==> src/rtl/ifetch_buffer.sv <==
// ifetch_buffer: instruction-fetch queue between the PC register and decode.
// Accepts PCs, issues word-aligned instruction-memory reads, and returns the
// instructions in request order with their PC tags. A flush empties the queue
// and drops the responses still owed by memory.
module ifetch_buffer #(
    parameter int unsigned DEPTH    = 4,
    parameter logic [31:0] RESET_PC = 32'h0000_3000
) (
    input  logic        clk,
    input  logic        reset,
    input  logic        flush,
    input  logic [31:0] pc_in,
    input  logic        pc_in_valid,
    output logic        pc_in_ready,
    output logic        imem_req_valid,
    output logic [31:0] imem_req_addr,
    input  logic        imem_req_ready,
    input  logic        imem_rsp_valid,
    input  logic [31:0] imem_rsp_data,
    output logic        inst_valid,
    input  logic        inst_ready,
    output logic [31:0] inst,
    output logic [31:0] inst_pc
);

    localparam int unsigned AW      = $clog2(DEPTH);
    localparam int unsigned CW      = AW + 1;
    localparam logic [CW:0] DEPTH_C = DEPTH[CW:0];

    // Per-entry lifecycle: EMPTY -> WAIT (PC stored) -> FULL (data returned).
    localparam logic [1:0] ST_EMPTY = 2'd0;
    localparam logic [1:0] ST_WAIT  = 2'd1;
    localparam logic [1:0] ST_FULL  = 2'd2;

    logic [1:0]    ent_state [DEPTH];
    logic [31:0]   ent_pc    [DEPTH];
    logic [31:0]   ent_data  [DEPTH];

    logic [AW-1:0] alloc_ptr;
    logic [AW-1:0] fill_ptr;
    logic [AW-1:0] head_ptr;
    logic [CW-1:0] alloc_count;     // entries in WAIT or FULL
    logic [CW-1:0] drop_count;      // responses still owed for flushed fetches
    logic [CW-1:0] inflight_count;  // requests issued but not yet answered

    logic          req_valid;
    logic [31:0]   req_addr;
    logic [31:0]   hold_inst;       // last presented head, shown while inst_valid=0
    logic [31:0]   hold_pc;

    logic          accept;
    logic          req_fire;
    logic          deq;
    logic          rsp_drop;
    logic          rsp_fill;
    logic [CW:0]   occupancy;
    logic [CW-1:0] inflight_next;

    // Handshake decode and head presentation.
    // NOTE: every signal of this block gets a value on every path, so no latch is inferred.
    always_comb begin
        occupancy     = {1'b0, alloc_count} + {1'b0, drop_count};
        pc_in_ready   = reset && !flush && (occupancy < DEPTH_C)
                        && (!req_valid || imem_req_ready);
        accept        = pc_in_valid && pc_in_ready;
        req_fire      = req_valid && imem_req_ready;
        inst_valid    = (ent_state[head_ptr] == ST_FULL);
        deq           = inst_valid && inst_ready;
        rsp_drop      = imem_rsp_valid && (drop_count != '0);
        rsp_fill      = imem_rsp_valid && (drop_count == '0);
        inflight_next = inflight_count + CW'(req_fire) - CW'(imem_rsp_valid);
        inst          = inst_valid ? ent_data[head_ptr] : hold_inst;
        inst_pc       = inst_valid ? ent_pc[head_ptr]   : hold_pc;
    end

    assign imem_req_valid = req_valid;
    assign imem_req_addr  = req_addr;

    // Control state: entry states, pointers, counters and the request register.
    // NOTE: sequential state uses non-blocking assignments so every update sees pre-edge values.
    always_ff @(posedge clk) begin
        if (!reset) begin
            ent_state      <= '{default: ST_EMPTY};
            alloc_ptr      <= '0;
            fill_ptr       <= '0;
            head_ptr       <= '0;
            alloc_count    <= '0;
            drop_count     <= '0;
            inflight_count <= '0;
            req_valid      <= 1'b0;
            req_addr       <= RESET_PC;
            hold_inst      <= '0;
            hold_pc        <= RESET_PC;
        end else begin
            inflight_count <= inflight_next;
            if (inst_valid) begin
                hold_inst <= ent_data[head_ptr];
                hold_pc   <= ent_pc[head_ptr];
            end
            if (flush) begin
                // Everything still owed by memory after this edge is dropped,
                // including a request that fires in this very cycle.
                ent_state   <= '{default: ST_EMPTY};
                alloc_ptr   <= '0;
                fill_ptr    <= '0;
                head_ptr    <= '0;
                alloc_count <= '0;
                drop_count  <= inflight_next;
                req_valid   <= 1'b0;
            end else begin
                if (req_fire) begin
                    req_valid <= 1'b0;
                end
                if (accept) begin
                    req_valid            <= 1'b1;
                    req_addr             <= {pc_in[31:2], 2'b00};
                    ent_state[alloc_ptr] <= ST_WAIT;
                    alloc_ptr            <= alloc_ptr + AW'(1);
                end
                if (rsp_drop) begin
                    drop_count <= drop_count - CW'(1);
                end else if (rsp_fill) begin
                    ent_state[fill_ptr] <= ST_FULL;
                    fill_ptr            <= fill_ptr + AW'(1);
                end
                if (deq) begin
                    ent_state[head_ptr] <= ST_EMPTY;
                    head_ptr            <= head_ptr + AW'(1);
                end
                alloc_count <= alloc_count + CW'(accept) - CW'(deq);
            end
        end
    end

    // Payload storage: PC written on allocate, instruction written on fill.
    // NOTE: payload arrays are not reset; ent_state alone decides whether an entry is visible.
    always_ff @(posedge clk) begin
        if (accept) begin
            ent_pc[alloc_ptr] <= pc_in;
        end
        if (reset && !flush && rsp_fill) begin
            ent_data[fill_ptr] <= imem_rsp_data;
        end
    end

endmodule
==> config.mk <==
export PLATFORM = sky130hd
export DESIGN_NAME = ifetch_buffer
export DESIGN_NICKNAME = d
export VERILOG_FILES = /design/src/rtl/ifetch_buffer.sv
export SDC_FILE = /design/constraint.sdc
export NUM_CORES = 1
export LEC_CHECK = 0
export CAP_MARGIN = 10
export CORE_MARGIN = 4
export CORE_UTILIZATION = 60
export CTS_CLUSTER_DIAMETER = 100
export DETAILED_ROUTE_END_ITERATION = 16
export PLACE_DENSITY = 0.85
export RECOVER_POWER = 50
export SYNTH_ARGS = -nofsm -noshare
export SYNTH_HDL_FRONTEND = slang
export SYNTH_SLANG_ARGS = --single-unit
==> constraint.sdc <==
create_clock -name clk -period 4.4 [get_ports clk]
set_input_delay 0.66 -clock clk [delete_from_list [all_inputs] [get_ports clk]]
set_output_delay 0.66 -clock clk [all_outputs]
set_load 0.005 [all_outputs]
Word-level counts from Yosys, hierarchy flattened --
Memory sizes are Yosys's and may differ from the RTL's. A register that Yosys moved wholly into a read port is not among the register bits. Index checks and enable logic that the tools add are counted.
Cells by class: mux-type cells 31, eq/ne operators 1, magnitude comparators 7, reductions and logical operators 22, bitwise logic cells 14, $add $sub $neg 9
Operators by type and width (count):
- $mux W32 | 2
- $mux W8 | 8
- $mux W2 | 9
- $demux W2 S2 | 3
- $logic_and A1 B1 Y1 | 12
- $ge A3 B3 Y1 const B | 3
- $lt A3 B1 Y1 const B | 3
- $not A2 Y3 | 3
- $and A4 B4 Y4 | 2
- $and A8 B8 Y8 | 1
- $not A4 Y4 | 2
- $not A8 Y8 | 1
- $or A4 B4 Y4 | 2
- $add A2 B1 Y2 const B | 3
- $add A3 B1 Y3 | 2
- $mux W1 | 6
- $mux W3 | 2
- $sub A3 B1 Y3 | 2
- $add A3 B3 Y4 | 1
- $bmux W2 S2 | 1
- $lt A4 B3 Y1 const B | 1
- $reduce_and A2 Y1 | 2
- $reduce_bool A2 Y1 | 2
- $logic_not A3 Y1 | 1
- other kinds (7) | 10
Word-level totals: bits in writable memories 256, input bits 71, bits in registers 118, memories 2, output and inout port bits 99
Memory list:
- ent_data | words 4, width 32, rd ports 1, clocked after memory_dff 1, write ports 1, RTL line 37 | logic [31:0] ent_data [DEPTH];
- ent_pc | words 4, width 32, rd ports 1, clocked after memory_dff 1, write ports 1, RTL line 36 | logic [31:0] ent_pc [DEPTH];

Longest topological paths before layout --
Gate-level depths: netlist (run 1).
word-level depth 17, depth in mapped cells 12, mapped depth without buffers 11

Worst setup path after synthesis (run 1) --
OpenSTA, ideal clock, no wires.
kind input port to flip-flop, start input port reset, end memory ent_pc[0][0], enable pin, data arrival time 2.350 ns, stages 6, path buffers 2, setup time 0.392 ns, setup slack 1.658 ns, cell sequence nor2b_1 -> buf_2 -> nand4_1 -> inv_2 -> buf_2 -> and3_1
On the way: word-level cells in the longest chain between the ends 6
RTL lines:
- start: declaration | RTL line 10 | input logic reset,
- $logic_and A1 B1 Y1 (2 in a row) | RTL line 63 | pc_in_ready = reset && !flush && (occupancy < DEPTH_C)
- $logic_and A1 B1 Y1 | RTL line 64 | && (!req_valid || imem_req_ready);
- $logic_and A1 B1 Y1 | RTL line 65 | accept = pc_in_valid && pc_in_ready;
- $mux W1 | RTL line 138 | if (accept) begin
- $mux W1 (implied by the code) | RTL line 139 | ent_pc[alloc_ptr] <= pc_in;
- end: declaration | RTL line 36
No other way between the ends.

Worst setup path in the final report (run 1) --
start input port pc_in_valid, end register req_addr[26], in the netlist imem_req_addr[26]
On the way: word-level cells in the longest chain between the ends 2
RTL lines:
- start: declaration | RTL line 13 | input logic pc_in_valid,
- $logic_and A1 B1 Y1 | RTL line 65
- $reduce_and A2 Y1 (no line)
- end signal: assignment | RTL line 116 | req_addr <= {pc_in[31:2], 2'b00};
- end: declaration | RTL line 47 | logic [31:0] req_addr;
No other way between the ends. A chain may end at the register's enable or synchronous reset.

==> results of run 1 <==
[cell families after synthesis]
logic type | after synthesis | synth area share
mux | 129 | 0.166
fa+ha+maj | 22 | 0.0199
xor+xnor | 6 | 0.00361
other cells | 1 | 0.000257
flops | 376 | 0.693
simple gates | 153 | 0.0601
buf+inv | 68 | 0.0232
compound gates | 93 | 0.0342
[Yosys cell counts (7+ instances only)]
cell type	n	area (µm²)
a21oi_1	39	195
and3_1	8	50.1
mux4_2	65	1460
edfxtp_1	256	7690
buf_6	8	90.1
mux2_4	62	931
inv_1	12	45.0
nor2_1	7	26.3
ha_1	20	250
o21ai_1	32	160
dfxtp_1	120	2400
nand2_1	7	26.3
and2_1	66	413
nand2b_1	8	50.1
nand3_1	37	185
o21ai_0	11	55.1
buf_2	12	60.1
clkbuf_1	30	113
[final timing paths]
check / startpoint / endpoint / cells past startpoint
setup / recovery: pc_in_valid / imem_req_addr[26] / 5
hold / removal: imem_req_addr[10] / imem_req_addr[10] / 2
hold reg to reg: imem_req_addr[10] / imem_req_addr[10] / 2
setup reg to reg: alloc_count[2] / ent_pc[3][24] / 6
[per-layer routing]
metal  up-vias  part of all wire  global-route usage
met5         -                 0                   0
met4         0             0.030              0.0785
met3        58             0.071              0.0366
met2       337              0.49               0.373
met1      3915              0.40               0.319
li1       3556                 -                   -
[per-stage QoR]
step | cell area, µm² | std cells | worst slack (ns)
final | 17600 | 1369 | 0.542
after global routing | 17600 | 1368 | 0.391
after global placement | 16500 | 1298 | 1.13
after detailed placement | 16500 | 1298 | 1.04
after CTS | 17700 | 1366 | 0.479
after floorplan | 14600 | 849 | 1.66
[tightest hold or removal path: stages (launching register included)]
cell and delay (ns):
dfxtp_1 0.30, o21ai_0 0.06, a21oi_1 0.06
[registers in the layout, indices dropped and copies added, names as in the netlist, named ones only]
register,count
hold_inst,32
drop_count,3
hold_pc,32
ent_pc,128
head_ptr,2
fill_ptr,2
ent_state,8
imem_req_valid,1
imem_req_addr,30
alloc_ptr,2
inflight_count,3
ent_data,128
alloc_count,3
[area by class of cell]
type | instances | area [µm²] | area share
Tap cell | 319 | 399 | 0.0226
Multi-Input combinational cell | 405 | 4090 | 0.232
Clock inverter | 18 | 144 | 0.00816
Clock buffer | 50 | 1040 | 0.0589
Inverter | 16 | 60.1 | 0.00341
Sequential cell | 376 | 10100 | 0.573
Antenna cell | 3 | 7.51 | 0.000426
Timing Repair Buffer | 182 | 1790 | 0.101
[power by group]
part           switching [mW]  internal (mW)
logic                   0.300          0.329
registers              0.0369           3.86
clock network            1.27           1.78
==> out/summary.txt, run 1 <==
Worst-path clk slew = 0.06 ns
Sum Neg Setup Slack = 0 ns
post-CTS resize count = 0
total number of vias = 7866
hold_buf cts = 0
Buf/Inv on CP = 3
CP Launch Type = input pin
CP peak stage delay = 1.02 ns
DRT Wirelength = 29900 µm
Yosys Warn Count = 0
total grt overflow = 0
Initial Util = 0.615
synthesized instance count = 848
leak pwr = 6.07 nW
FILL cells = 1427
Detail Route Antenna Nets = 0
Final Hold Slack = 0.477 ns
Data arrival, critical path = 4.18 ns
Layout Nets = 1111
GP Congestion = 0.798
delay-heaviest family, CP = buffers and inverters
final setup vio count = 0
EDFF count, synth = 256
Clock Tree Buf Depth = 3
R2R setup slack = 1.32 ns
Die Span X = 164 µm
critical path class = input pin to flip-flop
initial antenna violation count = 2
CTS Buf Count = 37
Setup crit end kind = flip-flop
Worst Hold Class = flip-flop to flip-flop
slowest CP cell = clkbuf_1
DP Wirelength = 18500 µm
CTS tree = done
Top FF cell, synth = edfxtp_1
Syn Area/Cell = 17.2 µm²
synthesized area = 0.0146 mm²
Critical Path, Cell by Cell = dlygate4sd3_1 > clkbuf_1 > inv_1 > o21ai_0 > a21oi_1
max-cap violations = 0
total track usage = 0.229
outcome = finished clean
register area share after synthesis = 0.693
Worst Path Required = 4.72 ns
IO Pins = 170
count of final max-slew check failures = 0
Clock Tree Root = clkbuf_16
Num Clock Sinks = 376
RSZ-0062 raised after global routing = false
Rows = 56
DR WL/cell = 21.8 µm
Final Hold Viols = 0
# H-tree levels = 2
die area = 0.0268 mm²
Max Clock Skew = 0.0180 ns
Vert. Die Dim = 164 µm
Relative slew margins = 0.0861
latest clock arrival within the worst-skew pair = 0.52 ns
DR vias/cell = 5.75
Worst IR Drop VDD = 0.322 mV
Pwr Total = 7.57 mW
First-pass DRT Iterations = 5
area delta synth->final = 21.0%
synth unique cells = 36
Core Area = 0.0237 mm²
CP max FO = 36
commonest non-fill, non-tap cell in the layout = edfxtp_1
final period utilization = 0.877
global-route wire length before repair = 47100 µm
ys async rst share = 0
IO Port Bufs = 167
Util after Layout = 0.744
commonest non-fill, non-tap cells in the layout = edfxtp_1 (256), dfxtp_1 (118), dlygate4sd3_1 (98), clkdlybuf4s50_1 (68), mux4_2 (64)
synthesis-stage register bit count = 376
post-layout minimum cycle time = 3.86 ns
DRT iter0 DRCs = 593
vias in the first global route = 8240
largest net degree at the start of global routing = 68
share of cells above drive strength 1 = 0.182
f_max = 259 MHz
post-CTS setup buffers = 0
power density over the cells = 430 mW/mm²
drt drc = 0
worst-margin pin slew = 1.37 ns
(Power assumes the default switching activity.)
==> inputs of run 2 (changes only) <==
- CORE_MARGIN: 4 -> 2
==> run 2 against run 1 <==
  * The run now ends with max-capacitance violations, max-slew violations left
  * Highest routed layer unchanged
  * Design area rose by 0.47%
  * Die area fell by 4.8%
  * Largest cell class unchanged
  * Clock skew fell by 0.0061 ns
  * Worst hold slack got worse by 0.0062 ns
  * Utilization fell by 0.96 points
  * Via count rose by 0.56%
  * Clock-buffer cell count rose by 2
==> out/summary.txt, run 2 (synthesis results as in run 1) <==
outcome = finished with violations
violated checks = max-capacitance violations, max-slew violations
leak pwr = 6.10 nW
Setup crit end kind = output pin
vias in the first global route = 8258
max-cap violations = 1
Critical Path, Cell by Cell = inv_1 > mux4_4 > buf_4 > mux2_4 > clkdlybuf4s50_1
total track usage = 0.237
FF-to-FF path depth = 9
# H-tree levels = 2
Worst Path Required = 3.74 ns
final setup vio count = 0
post-CTS resize count = 0
Detail Route Antenna Nets = 0
post-layout minimum cycle time = 3.96 ns
critical path class = flip-flop to output pin
R2R setup slack = 1.24 ns
Max Clock Skew = 0.0119 ns
CP peak stage delay = 0.89 ns
hold path depth = 2
top flop regs = ent_data x128, ent_pc x128
Final Hold Viols = 0
CP Launch Type = flip-flop
DR WL/cell = 21.8 µm
Rows = 57
FF-to-FF Start = head_ptr[1]
DP Wirelength = 17600 µm
slowest CP cell = mux4_4
RSZ-0062 raised after global routing = false
total number of vias = 7910
Worst Hold Class = flip-flop to flip-flop
Core Area = 0.0241 mm²
Data arrival, critical path = 3.30 ns
CTS Buf Count = 38
die area = 0.0255 mm²
Sum Neg Setup Slack = 0 ns
count of final max-slew check failures = 37
share of cells above drive strength 1 = 0.170
commonest non-fill, non-tap cell in the layout = edfxtp_1
DRT Wirelength = 30000 µm
total grt overflow = 0
CTS tree = done
min-delay src = imem_req_addr[7]
initial antenna violation count = 5
hold_buf cts = 0
DR vias/cell = 5.76
worst-margin pin slew = 1.73 ns
drt drc = 0
GP Congestion = 0.831
DRT iter0 DRCs = 736
latest clock arrival within the worst-skew pair = 0.52 ns
Relative slew margins = -0.155
Layout Nets = 1108
power density over the cells = 447 mW/mm²
Die Span X = 160 µm
largest net degree at the start of global routing = 68
delay-heaviest family, CP = multiplexers
post-CTS setup buffers = 0
Hold EP = imem_req_addr[7]
Vert. Die Dim = 160 µm
Worst-path clk slew = 0.06 ns
Num Clock Sinks = 376
Reg-to-Reg End = alloc_count[2]
Buf/Inv on CP = 3
f_max = 253 MHz
First-pass DRT Iterations = 5
Clock Tree Buf Depth = 3
Worst IR Drop VDD = 0.276 mV
IO Pins = 170
CP max FO = 48
IO Port Bufs = 167
commonest non-fill, non-tap cells in the layout = edfxtp_1 (256), dfxtp_1 (118), dlygate4sd3_1 (97), clkdlybuf4s50_1 (68), and2_1 (65)
global-route wire length before repair = 46300 µm
Initial Util = 0.604
Clock Tree Root = clkbuf_16
final period utilization = 0.899
Util after Layout = 0.735
area delta synth->final = 21.6%
==> run 2: cell types whose count changed in the layout (fill, tap and decap cells not counted), sizes merged, moves of 2 or more <==
| cell | delta |
|---|---|
| buf | -4 |
| bufinv | +4 |
| clkbuf | +3 |
| clkinv | -2 |
| diode | +2 |
==> run 2: final cells by class <==
class	count	area, µm²
flip-flops and latches	376	10100
fillers	1538	6400
multi-input cells	405	4050
repair buffers	178	1750
clock buffers	52	1100
well taps	324	405
clock inverters	18	236
inverters	16	60.1
diodes	5	12.5
==> run 2: how the worst max path moves through the flow <==
stage | start | end | slack [ns] | depth (start not counted)
floorplan | reset | ent_pc[0][0] | 1.66 | 6
global placement | head_ptr[1] | inst[25] | 1.02 | 5
detailed placement | head_ptr[1] | inst[10] | 0.94 | 5
CTS | head_ptr[0] | inst[10] | 0.34 | 5
global route | head_ptr[0] | inst[10] | 0.35 | 5
finish | head_ptr[0] | inst[10] | 0.44 | 5
==> run 2: routing by layer <==
metal	wire length [µm]	GRT usage	up-vias
met1	12400	0.312	4025
met4	641	0.0823	0
met2	15200	0.398	284
met3	1790	0.0475	46
met5	0	0	-
li1	-	-	3555
==> run 2: stage by stage <==
| step | cell area, µm² | total power, mW | setup WS (ns) | cells | hold slack, ns |
|---|---|---|---|---|---|
| floorplan | 14600 | 4.32 | 1.66 | 849 | 0.466 |
| global placement | 16500 | 4.62 | 1.02 | 1299 | 0.467 |
| detailed placement | 16500 | 4.64 | 0.936 | 1299 | 0.473 |
| CTS | 17800 | 8.01 | 0.336 | 1369 | 0.478 |
| global route | 17700 | 8.16 | 0.346 | 1374 | 0.491 |
| finish | 17700 | 7.91 | 0.443 | 1374 | 0.471 |
==> run 2: report_power, final <==
part           total (mW)  internal, mW  switching, mW
Clock                3.39          2.10           1.29
Sequential           3.90          3.86         0.0367
Combinational       0.617         0.318          0.300
Total                7.91          6.28           1.63
==> run 2: tightest hold or removal path, stage by stage, from the launching register on <==
cell and delay (ns):
dfxtp_1 0.30, o21ai_0 0.06, a21oi_1 0.06
==> inputs of run 3 (changes only) <==
- TNS_END_PERCENT: default -> 5
==> results of run 3 <==
The final DEF is identical to that of run 2; final timing and power are the same.
